===== src/rtl/seq_divider_if.sv =====
// ---------------------------------------------------------------------------
// seq_divider_if
//   Operand/result handshake bundle for seq_divider.
//   N           : divisor/remainder width; dividend/quotient are 2N bits.
//   in_valid    : operands present            (master -> slave)
//   in_ready    : divider can accept operands (slave  -> master)
//   dividend    : 2N-bit unsigned dividend    (master -> slave)
//   divisor     : N-bit unsigned divisor      (master -> slave)
//   out_valid   : result present              (slave  -> master)
//   out_ready   : consumer accepts result     (master -> slave)
//   quotient    : 2N-bit unsigned quotient    (slave  -> master)
//   remainder   : N-bit unsigned remainder    (slave  -> master)
//   div_by_zero : result came from divisor==0 (slave  -> master)
// ---------------------------------------------------------------------------
interface seq_divider_if #(
    parameter int N = 8
);
    logic             in_valid;
    logic             in_ready;
    logic [2*N-1:0]   dividend;
    logic [N-1:0]     divisor;
    logic             out_valid;
    logic             out_ready;
    logic [2*N-1:0]   quotient;
    logic [N-1:0]     remainder;
    logic             div_by_zero;

    // Divider side
    modport slave (
        input  in_valid, dividend, divisor, out_ready,
        output in_ready, out_valid, quotient, remainder, div_by_zero
    );

    // Operand producer / result consumer side
    modport master (
        output in_valid, dividend, divisor, out_ready,
        input  in_ready, out_valid, quotient, remainder, div_by_zero
    );
endinterface


===== src/rtl/seq_divider.sv =====
// ---------------------------------------------------------------------------
// seq_divider
//   Sequential restoring unsigned divider, one quotient bit per clock.
//   Divides a 2N-bit dividend by an N-bit divisor giving a 2N-bit quotient
//   and an N-bit remainder. Result valid 2N cycles after acceptance
//   (1 cycle for a zero divisor).
// Ports:
//   clk   : clock, rising edge
//   rst_n : asynchronous active-low reset
//   bus   : seq_divider_if.slave (operand and result valid/ready handshakes)
// ---------------------------------------------------------------------------
module seq_divider #(
    parameter int N = 8
) (
    input  logic          clk,
    input  logic          rst_n,
    seq_divider_if.slave  bus
);
    localparam int W  = 2 * N;
    localparam int CW = $clog2(W + 1);

    typedef enum logic [1:0] {
        IDLE = 2'd0,
        CALC = 2'd1,
        DONE = 2'd2
    } state_t;

    state_t          state_q, state_d;
    // Shared shift register: dividend bits leave at the MSB while quotient
    // bits enter at the LSB, so after 2N steps it holds the full quotient.
    logic [W-1:0]    shreg_q, shreg_d;
    logic [N-1:0]    divisor_q, divisor_d;
    logic [N-1:0]    rem_q, rem_d;
    logic [CW-1:0]   cnt_q, cnt_d;
    logic            zero_q, zero_d;
    logic [W-1:0]    quotient_q, quotient_d;
    logic [N-1:0]    remainder_q, remainder_d;
    logic            dbz_q, dbz_d;

    logic [N:0]      trial;
    logic [N-1:0]    diff;
    logic            take;
    logic [N-1:0]    step_rem;
    logic [W-1:0]    step_shreg;

    // Trial value is N+1 bits; when it is >= divisor the true difference is
    // below the divisor, so an N-bit modular subtract yields it exactly.
    assign trial      = {rem_q, shreg_q[W-1]};
    assign take       = (trial >= {1'b0, divisor_q});
    assign diff       = trial[N-1:0] - divisor_q;
    assign step_rem   = take ? diff : trial[N-1:0];
    assign step_shreg = {shreg_q[W-2:0], take};

    always_comb begin
        state_d     = state_q;
        shreg_d     = shreg_q;
        divisor_d   = divisor_q;
        rem_d       = rem_q;
        cnt_d       = cnt_q;
        zero_d      = zero_q;
        quotient_d  = quotient_q;
        remainder_d = remainder_q;
        dbz_d       = dbz_q;

        unique case (state_q)
            IDLE: begin
                if (bus.in_valid) begin
                    shreg_d   = bus.dividend;
                    divisor_d = bus.divisor;
                    state_d   = CALC;
                    if (bus.divisor == '0) begin
                        // Zero divisor spends a single cycle in CALC so
                        // its result appears one cycle after acceptance.
                        zero_d = 1'b1;
                        cnt_d  = CW'(1);
                    end else begin
                        zero_d = 1'b0;
                        rem_d  = '0;
                        dbz_d  = 1'b0;
                        cnt_d  = CW'(W);
                    end
                end
            end

            CALC: begin
                if (zero_q) begin
                    quotient_d  = '1;
                    remainder_d = shreg_q[N-1:0];
                    dbz_d       = 1'b1;
                    cnt_d       = '0;
                    state_d     = DONE;
                end else begin
                    rem_d   = step_rem;
                    shreg_d = step_shreg;
                    cnt_d   = cnt_q - 1'b1;
                    if (cnt_q == CW'(1)) begin
                        quotient_d  = step_shreg;
                        remainder_d = step_rem;
                        dbz_d       = 1'b0;
                        state_d     = DONE;
                    end
                end
            end

            DONE: begin
                if (bus.out_ready) begin
                    state_d = IDLE;
                end
            end

            default: begin
                state_d = IDLE;
            end
        endcase
    end

    always_ff @(posedge clk or negedge rst_n) begin
        if (!rst_n) begin
            state_q     <= IDLE;
            shreg_q     <= '0;
            divisor_q   <= '0;
            rem_q       <= '0;
            cnt_q       <= '0;
            zero_q      <= 1'b0;
            quotient_q  <= '0;
            remainder_q <= '0;
            dbz_q       <= 1'b0;
        end else begin
            state_q     <= state_d;
            shreg_q     <= shreg_d;
            divisor_q   <= divisor_d;
            rem_q       <= rem_d;
            cnt_q       <= cnt_d;
            zero_q      <= zero_d;
            quotient_q  <= quotient_d;
            remainder_q <= remainder_d;
            dbz_q       <= dbz_d;
        end
    end

    assign bus.in_ready    = (state_q == IDLE);
    assign bus.out_valid   = (state_q == DONE);
    assign bus.quotient    = quotient_q;
    assign bus.remainder   = remainder_q;
    assign bus.div_by_zero = dbz_q;

endmodule


===== src/flat_wrapper.sv =====
// flat-port wrapper written by rule: the top's interface ports become plain ports
module seq_divider_flat 
#(
    parameter int N = 8
)
  (clk, rst_n, bus_in_valid, bus_dividend, bus_divisor, bus_out_ready, bus_in_ready, bus_out_valid, bus_quotient, bus_remainder, bus_div_by_zero);
  seq_divider_if #(.N(N)) bus_i ();
  input  logic clk;
  input  logic rst_n;
  input wire logic [$bits(bus_i.in_valid)-1:0] bus_in_valid;
  input wire logic [$bits(bus_i.dividend)-1:0] bus_dividend;
  input wire logic [$bits(bus_i.divisor)-1:0] bus_divisor;
  input wire logic [$bits(bus_i.out_ready)-1:0] bus_out_ready;
  output wire logic [$bits(bus_i.in_ready)-1:0] bus_in_ready;
  output wire logic [$bits(bus_i.out_valid)-1:0] bus_out_valid;
  output wire logic [$bits(bus_i.quotient)-1:0] bus_quotient;
  output wire logic [$bits(bus_i.remainder)-1:0] bus_remainder;
  output wire logic [$bits(bus_i.div_by_zero)-1:0] bus_div_by_zero;
  assign bus_i.in_valid = bus_in_valid;
  assign bus_i.dividend = bus_dividend;
  assign bus_i.divisor = bus_divisor;
  assign bus_i.out_ready = bus_out_ready;
  assign bus_in_ready = bus_i.in_ready;
  assign bus_out_valid = bus_i.out_valid;
  assign bus_quotient = bus_i.quotient;
  assign bus_remainder = bus_i.remainder;
  assign bus_div_by_zero = bus_i.div_by_zero;
  seq_divider #(.N(N)) u_core (.clk(clk), .rst_n(rst_n), .bus(bus_i));
endmodule

===== config.mk =====
export PLATFORM = sky130hd
export DESIGN_NAME = seq_divider_flat
export DESIGN_NICKNAME = d
export VERILOG_FILES = /design/src/rtl/seq_divider_if.sv /design/src/rtl/seq_divider.sv /design/src/flat_wrapper.sv
export SDC_FILE = /design/constraint.sdc
export NUM_CORES = 1
export LEC_CHECK = 0
export CAP_MARGIN = 20
export CORE_MARGIN = 2
export CORE_UTILIZATION = 54
export DETAILED_ROUTE_END_ITERATION = 10
export GPL_ROUTABILITY_DRIVEN = 0
export PLACE_DENSITY = 0.89
export SLEW_MARGIN = 30
export SYNTH_ARGS = -nofsm -noshare
export SYNTH_HDL_FRONTEND = slang
export SYNTH_SLANG_ARGS = --single-unit

===== constraint.sdc =====
create_clock -name clk -period 2.2 [get_ports clk]
set_input_delay 0.44 -clock clk [delete_from_list [all_inputs] [get_ports clk]]
set_output_delay 0.44 -clock clk [all_outputs]
set_load 0.02 [all_outputs]

==> impl_metrics.toml, run 1 <==
[pwr]
power_frac_seq = 0.287
power_frac_clock = 0.131
p_leak_nw = 1.92
power_density_nw_per_um2 = 1850
combPwrFrac = 0.582
peakVddDrop_mv = 1.02
p_sw_frac = 0.449
internal_power_mw = 4.44
p_switching_mw = 3.61

[critical_path]
crit_chain = "nor2_1, clkdlybuf4s50_1"
reg2reg_to = "u_core.bus.remainder[1]"
critPathKind = "register to output port"
ff2ff_path_depth = 6
cp.depth = 2
critPathSlowestCell = "clkdlybuf4s50_1"
r2r_slack_ns = 0.12
arrival_ns = 1.67
required_ns = 1.76
r2r-start = "u_core.rem_q[1]"
worst_setup_path_start_kind = "register"
worstPathBufferInverterCount = 1
end_kind = "output port"
crit_path_start = "u_core.state_q[1]"
worst_path_largest_cell_delay_ns = 0.63
cp_max_fo = 7
cpLargestDelayFamily = "buffers and inverters"
crit_end = "bus_in_ready"

[timing]
setup_tns_ns = 0
fmax_mhz = 475
min_period_over_period = 0.957
setup_viol_count_final = 0
finalMaxSlewViolations = 0
whs_ns = 0.407
hold_viol = 0
layout_setup_ws_ns = 0.0939
worst_pin_slew_ns = 0.552
slew_headroom = 0.632
rsz0062_at_grt = "false"
skew_ns = 0.00470
fin_crit_ns = 2.11

[synthesis]
yosys_warnings = 0
synth_edf_count = 0
ys_top_cells_by_count = "dfrtp_1, nand2_1, nor2_1"
ys_ff_latch = 65
async_reset_ff_frac = 1.00
synth_top_flop_cell = "dfrtp_1"
ys_types = 58
synth.cell_area_um2 = 3450
synthTopCellsByArea = "dfrtp_1, nand2_1, nor2_1"
yosysMostFrequentCell = "dfrtp_1"
netlist_instances = 379
synth_top_cell_area_share = 0.472
ys_seq_area_frac = 0.472
synthesis.nets = 418
avgSynthCellArea_um2 = 9.10
yosysTopAreaCell = "dfrtp_1"

[routing]
num_vias = 3138
remaining_drc_errors = 0
wirelength_um = 8790
initialDrtViolationCount = 339
ant_nets = 0
dr.pass1.iters = 4
drt-vias-per-instance = 5.99
wl_per_cell_um = 16.8

[floorplanning]
initial_core_util = 0.550
fp.dieH_um = 83.9
die_area_um2 = 7040
io_pins = 55
fp.dieW_um = 83.9
core_area_um2 = 6280
fp-row-count = 29

[finish]
fin_util = 0.694
insertedDiodeCount = 0
areaGrowthSynthToFinish_pct = 26.3
fin_nets = 481
drive_above_1_share = 0.114

[global_route]
antenna_found_initial = 0
grt_pass1_vias = 3192
grt_pass1_wl_um = 14900
grt_usage = 0.267
grtUsageMet2 = 0.444
overflow = 0
busiest_layer = "met2"
met3_usage = 0.0574
gr-usage-met1 = 0.335
grt_max_degree = 35

[clocking]
cts_htree_levels = 3
cts_sinks = 65
cts_tree = "done"
numCtsBuffers = 9
path_clk_slew_ns = 0.07
cts_root_buffer = "clkbuf_8"
ctsLongestPathBuffers = 2
clock_latency_ns = 0.35

[hold_path]
min_path_type = "input port to async pin"

[job]
cap_violations = 0

[placed_design]
pre_cts_slack_ns = -0.0244
place_hpwl_um = 6340
io_buffers = 54

[run_status]
status = "completed"
[layer usage]
layer	vias up	part of all wire	routed length, um
li1	1479	-	-
met3	22	0.054	476
met5	-	0	0
met1	1513	0.42	3680
met2	124	0.50	4430
met4	0	0.023	200
[cells in the final DEF, fill, tap and decap left out, types with 11 or more instances in the layout]
| cell | netlist | routed |
|---|---|---|
| clkdlybuf4s50_1 | 0 | 53 |
| a31oi_1 | 16 | 16 |
| nand2_1 | 59 | 59 |
| clkbuf_8 | 0 | 11 |
| inv_1 | 18 | 18 |
| o21ai_0 | 18 | 18 |
| buf_4 | 1 | 16 |
| dfrtp_1 | 65 | 64 |
| nor2_1 | 42 | 42 |
| a21oi_1 | 28 | 27 |
| o22ai_1 | 20 | 20 |
[state kept, by name (all words and copies together) (netlist names)]
name and flops:
u_core.bus.div_by_zero 1, u_core.bus.quotient 16, u_core.bus.remainder 8, u_core.cnt_q 5, u_core.divisor_q 8, u_core.rem_q 8
u_core.shreg_q 16, u_core.state_q 2, u_core.zero_q 1
[metrics by stage]
| stage | instance area [um2] | instances | power [mW] |
|---|---|---|---|
| 3_5_place_dp | 4110 | 504 | 6.84 |
| 3_3_place_gp | 4110 | 504 | 6.61 |
| 4_1_cts | 4330 | 521 | 7.93 |
| 6_report | 4360 | 524 | 8.05 |
| 5_1_grt | 4360 | 524 | 8.64 |
| 2_1_floorplan | 3450 | 379 | 5.42 |
[worst min-delay path by stage]
stage / start / endpoint / slack (ns) / depth (start not counted)
global route: rst_n / u_core.bus.quotient[5] / 0.41 / 2
detailed placement: rst_n / u_core.bus.quotient[7] / 0.24 / 1
CTS: rst_n / u_core.bus.quotient[5] / 0.39 / 2
finish: rst_n / u_core.bus.quotient[5] / 0.41 / 2
floorplan: rst_n / u_core.bus.div_by_zero / 0.14 / 0
global placement: rst_n / u_core.bus.quotient[5] / 0.24 / 1
[power groups by stage]
stage	Clock (mW)	Sequential (mW)	Combinational, mW
finish	1.05	2.31	4.69
global route	1.11	2.38	5.14
CTS	1.07	2.30	4.56
detailed placement	0	2.33	4.52
global placement	0	2.28	4.32
floorplan	0	2.41	3.00
[cells by family after synthesis]
family / after synthesis / synth area share
fa+ha+maj: 11 / 0.0421
flops: 65 / 0.472
buf+inv: 39 / 0.0490
mux: 8 / 0.0250
xor+xnor: 3 / 0.00762
compound gates: 121 / 0.234
simple gates: 132 / 0.170
[final cells by class]
| type | count | area, um2 |
|---|---|---|
| inverter | 19 | 71.3 |
| multi-input combinational | 275 | 1670 |
| fill | 473 | 1920 |
| clock buffer | 11 | 151 |
| sequential | 65 | 1630 |
| timing repair buffer | 72 | 686 |
| clock inverter | 5 | 53.8 |
| tap | 77 | 96.3 |
[repair_timing]
action | in CTS | in global routing
setup buffers | 0 | 3
hold endpoints to repair | 2 | 0
resized for setup | 0 | 3
endpoints found under the setup margin | 0 | 9
hold buffers | 1 | 0
(Power assumes the default switching activity.)
==> run 2, diff against run 1 <==
--- a/config.mk
+++ b/config.mk
@@ -5,6 +5,7 @@
 export SDC_FILE = /design/constraint.sdc
 export NUM_CORES = 1
 export LEC_CHECK = 0
+export ABC_AREA = 1
 export CAP_MARGIN = 20
 export CORE_MARGIN = 2
 export CORE_UTILIZATION = 54
==> impl_metrics.toml, run 2 <==
[pwr]
peakVddDrop_mv = 0.985
power_frac_clock = 0.147
combPwrFrac = 0.566
p_leak_nw = 2.15
p_switching_mw = 3.55
internal_power_mw = 4.15
power_density_nw_per_um2 = 1790
power_frac_seq = 0.286
p_sw_frac = 0.461

[timing]
fmax_mhz = 504
finalMaxSlewViolations = 0
rsz0062_at_grt = "false"
min_period_over_period = 0.902
worst_pin_slew_ns = 0.492
skew_ns = 0.00960
whs_ns = 0.0350
fin_crit_ns = 1.99
hold_viol = 0
setup_tns_ns = 0
slew_headroom = 0.672
setup_viol_count_final = 0

[global_route]
antenna_found_initial = 0
grt_pass1_vias = 3173
grt_usage = 0.253
grt_max_degree = 46
overflow = 0
grt_pass1_wl_um = 14200

[critical_path]
arrival_ns = 1.55
crit_path_start = "u_core.state_q[0]"
cp_max_fo = 4
critPathSlowestCell = "clkdlybuf4s50_1"
critPathKind = "register to output port"
crit_chain = "nor2_2, clkdlybuf4s50_1"
worst_setup_path_start_kind = "register"
required_ns = 1.76
r2r-start = "u_core.shreg_q[15]"
end_kind = "output port"
worst_path_largest_cell_delay_ns = 0.63

[finish]
n_fill_cell = 496
fin_util = 0.684
drive_above_1_share = 0.0958
areaGrowthSynthToFinish_pct = 24.5
insertedDiodeCount = 0
most-common-layout-cells = "nand2_1, dfrtp_1, clkdlybuf4s50_1"
seqCellArea_um2 = 1630
fin_nets = 536
multiInputGateArea_um2 = 1550
final_common_cell = "nand2_1"

[run_status]
status = "completed"

[clocking]
post_cts_buffers = 0
cts_root_buffer = "clkbuf_8"
cts_sinks = 65
ctsLongestPathBuffers = 2
cts_hold_buf = 0
numCtsBuffers = 9
cts_resized = 0
clock_latency_ns = 0.36
cts_tree = "done"
path_clk_slew_ns = 0.07
cts_htree_levels = 3

[routing]
wl_per_cell_um = 14.2
remaining_drc_errors = 0
dr.pass1.iters = 5
wirelength_um = 8230
drt-vias-per-instance = 5.49
num_vias = 3173
ant_nets = 0
initialDrtViolationCount = 332

[synthesis]
avgSynthCellArea_um2 = 7.84
async_reset_ff_frac = 1.00
netlist_instances = 440
synthesis.nets = 479
synthTopCellsByArea = "dfrtp_1, nand2_1, o21ai_0"
yosys_warnings = 0
synth_top_cell_area_share = 0.472
ys_ff_latch = 65
synth_edf_count = 0
ys_types = 37
yosysTopAreaCell = "dfrtp_1"
yosysMostFrequentCell = "nand2_1"
synth.cell_area_um2 = 3450
synth_top_flop_cell = "dfrtp_1"
ys_top_cells_by_count = "nand2_1, dfrtp_1, inv_1"
ys_seq_area_frac = 0.472

[placed_design]
place_hpwl_um = 5870
io_buffers = 54

[floorplanning]
initial_core_util = 0.549
die_area_um2 = 7040
fp.dieW_um = 83.9
fp.dieH_um = 83.9
io_pins = 55
fp-row-count = 29
core_area_um2 = 6280

[hold_path]
min_path_type = "input port to async pin"

[job]
cap_violations = 0
==> run 2: cell count changes after synthesis, moves of 5 or more <==
| cell | before | now |
|---|---|---|
| nand2_1 | 59 | 124 |
| inv_1 | 18 | 46 |
| o21ai_0 | 18 | 41 |
| o22ai_1 | 20 | 2 |
| nand3_1 | 7 | 20 |
| a21oi_1 | 28 | 16 |
| a31oi_1 | 16 | 9 |
| nand4_1 | 0 | 7 |
| mux2i_1 | 6 | 0 |
| nand2b_1 | 5 | 0 |
| nand3_2 | 0 | 5 |
==> run 2: final cells by class <==
type                            instances  area share
Sequential cell                        65       0.379
Multi-Input combinational cell        308       0.361
Timing Repair Buffer                   63       0.143
Inverter                               50      0.0437
Clock buffer                           10      0.0321
Tap cell                               77      0.0224
Clock inverter                          5      0.0187
==> run 2: worst paths after layout <==
kind	to	slack, ns	depth (start not counted)
min in group clk	u_core.bus.quotient[5]	0.48	2
min	u_core.bus.quotient[6]	0.03	1
min reg2reg	u_core.bus.quotient[5]	0.48	2
max in group asynchronous	u_core.divisor_q[5]	1.56	2
max	bus_in_ready	0.21	2
max reg2reg	u_core.rem_q[4]	0.28	12
==> run 2: critical path, delay by kind of cell, from the launching register on <==
kind / cells / cell delay (ns)
flip-flops: 1 / 0.41
buffers and inverters: 1 / 0.63
AND/OR/NAND/NOR: 1 / 0.15
==> run 2: per-stage QoR <==
stage / instances / power (mW) / worst slack (ns) / area, um2
floorplan: 440 / 5.24 / 0.519 / 3450
global placement: 563 / 6.29 / 0.304 / 4080
detailed placement: 563 / 6.49 / 0.300 / 4080
CTS: 578 / 7.66 / 0.208 / 4290
global route: 578 / 8.38 / 0.150 / 4290
finish: 578 / 7.70 / 0.215 / 4290
==> run 2: logic make-up (layout without fill, tap and decap cells) <==
kind of cell               Yosys count  count (layout)  share of synthesized area
and+or+nand+nor                    219             219                      0.283
buffers and inverters               67             128                     0.0791
adders and majority gates           11              11                     0.0421
xor gates and xnor gates             2               2                    0.00508
AOI/OAI and AO/OA                   76              76                      0.119
DFF                                 65              65                      0.472
==> run 2: per-layer routing <==
| metal | vias up | global-route usage | share of wire | wire length (um) |
|---|---|---|---|---|
| met2 | 122 | 0.429 | 0.50 | 4120 |
| met1 | 1505 | 0.311 | 0.42 | 3440 |
| met4 | 0 | 0.107 | 0.028 | 234 |
| met5 | - | 0 | 0 | 0 |
| li1 | 1523 | - | - | - |
| met3 | 23 | 0.0544 | 0.053 | 433 |
==> run 2: power by group through the flow <==
stage                     Sequential [mW]  Combinational, mW  Clock, mW
after floorplan                      2.36               2.88          0
after global placement               2.18               4.12          0
after detailed placement             2.21               4.28          0
after CTS                            2.20               4.33       1.13
after global routing                 2.28               4.91       1.20
final                                2.21               4.36       1.13
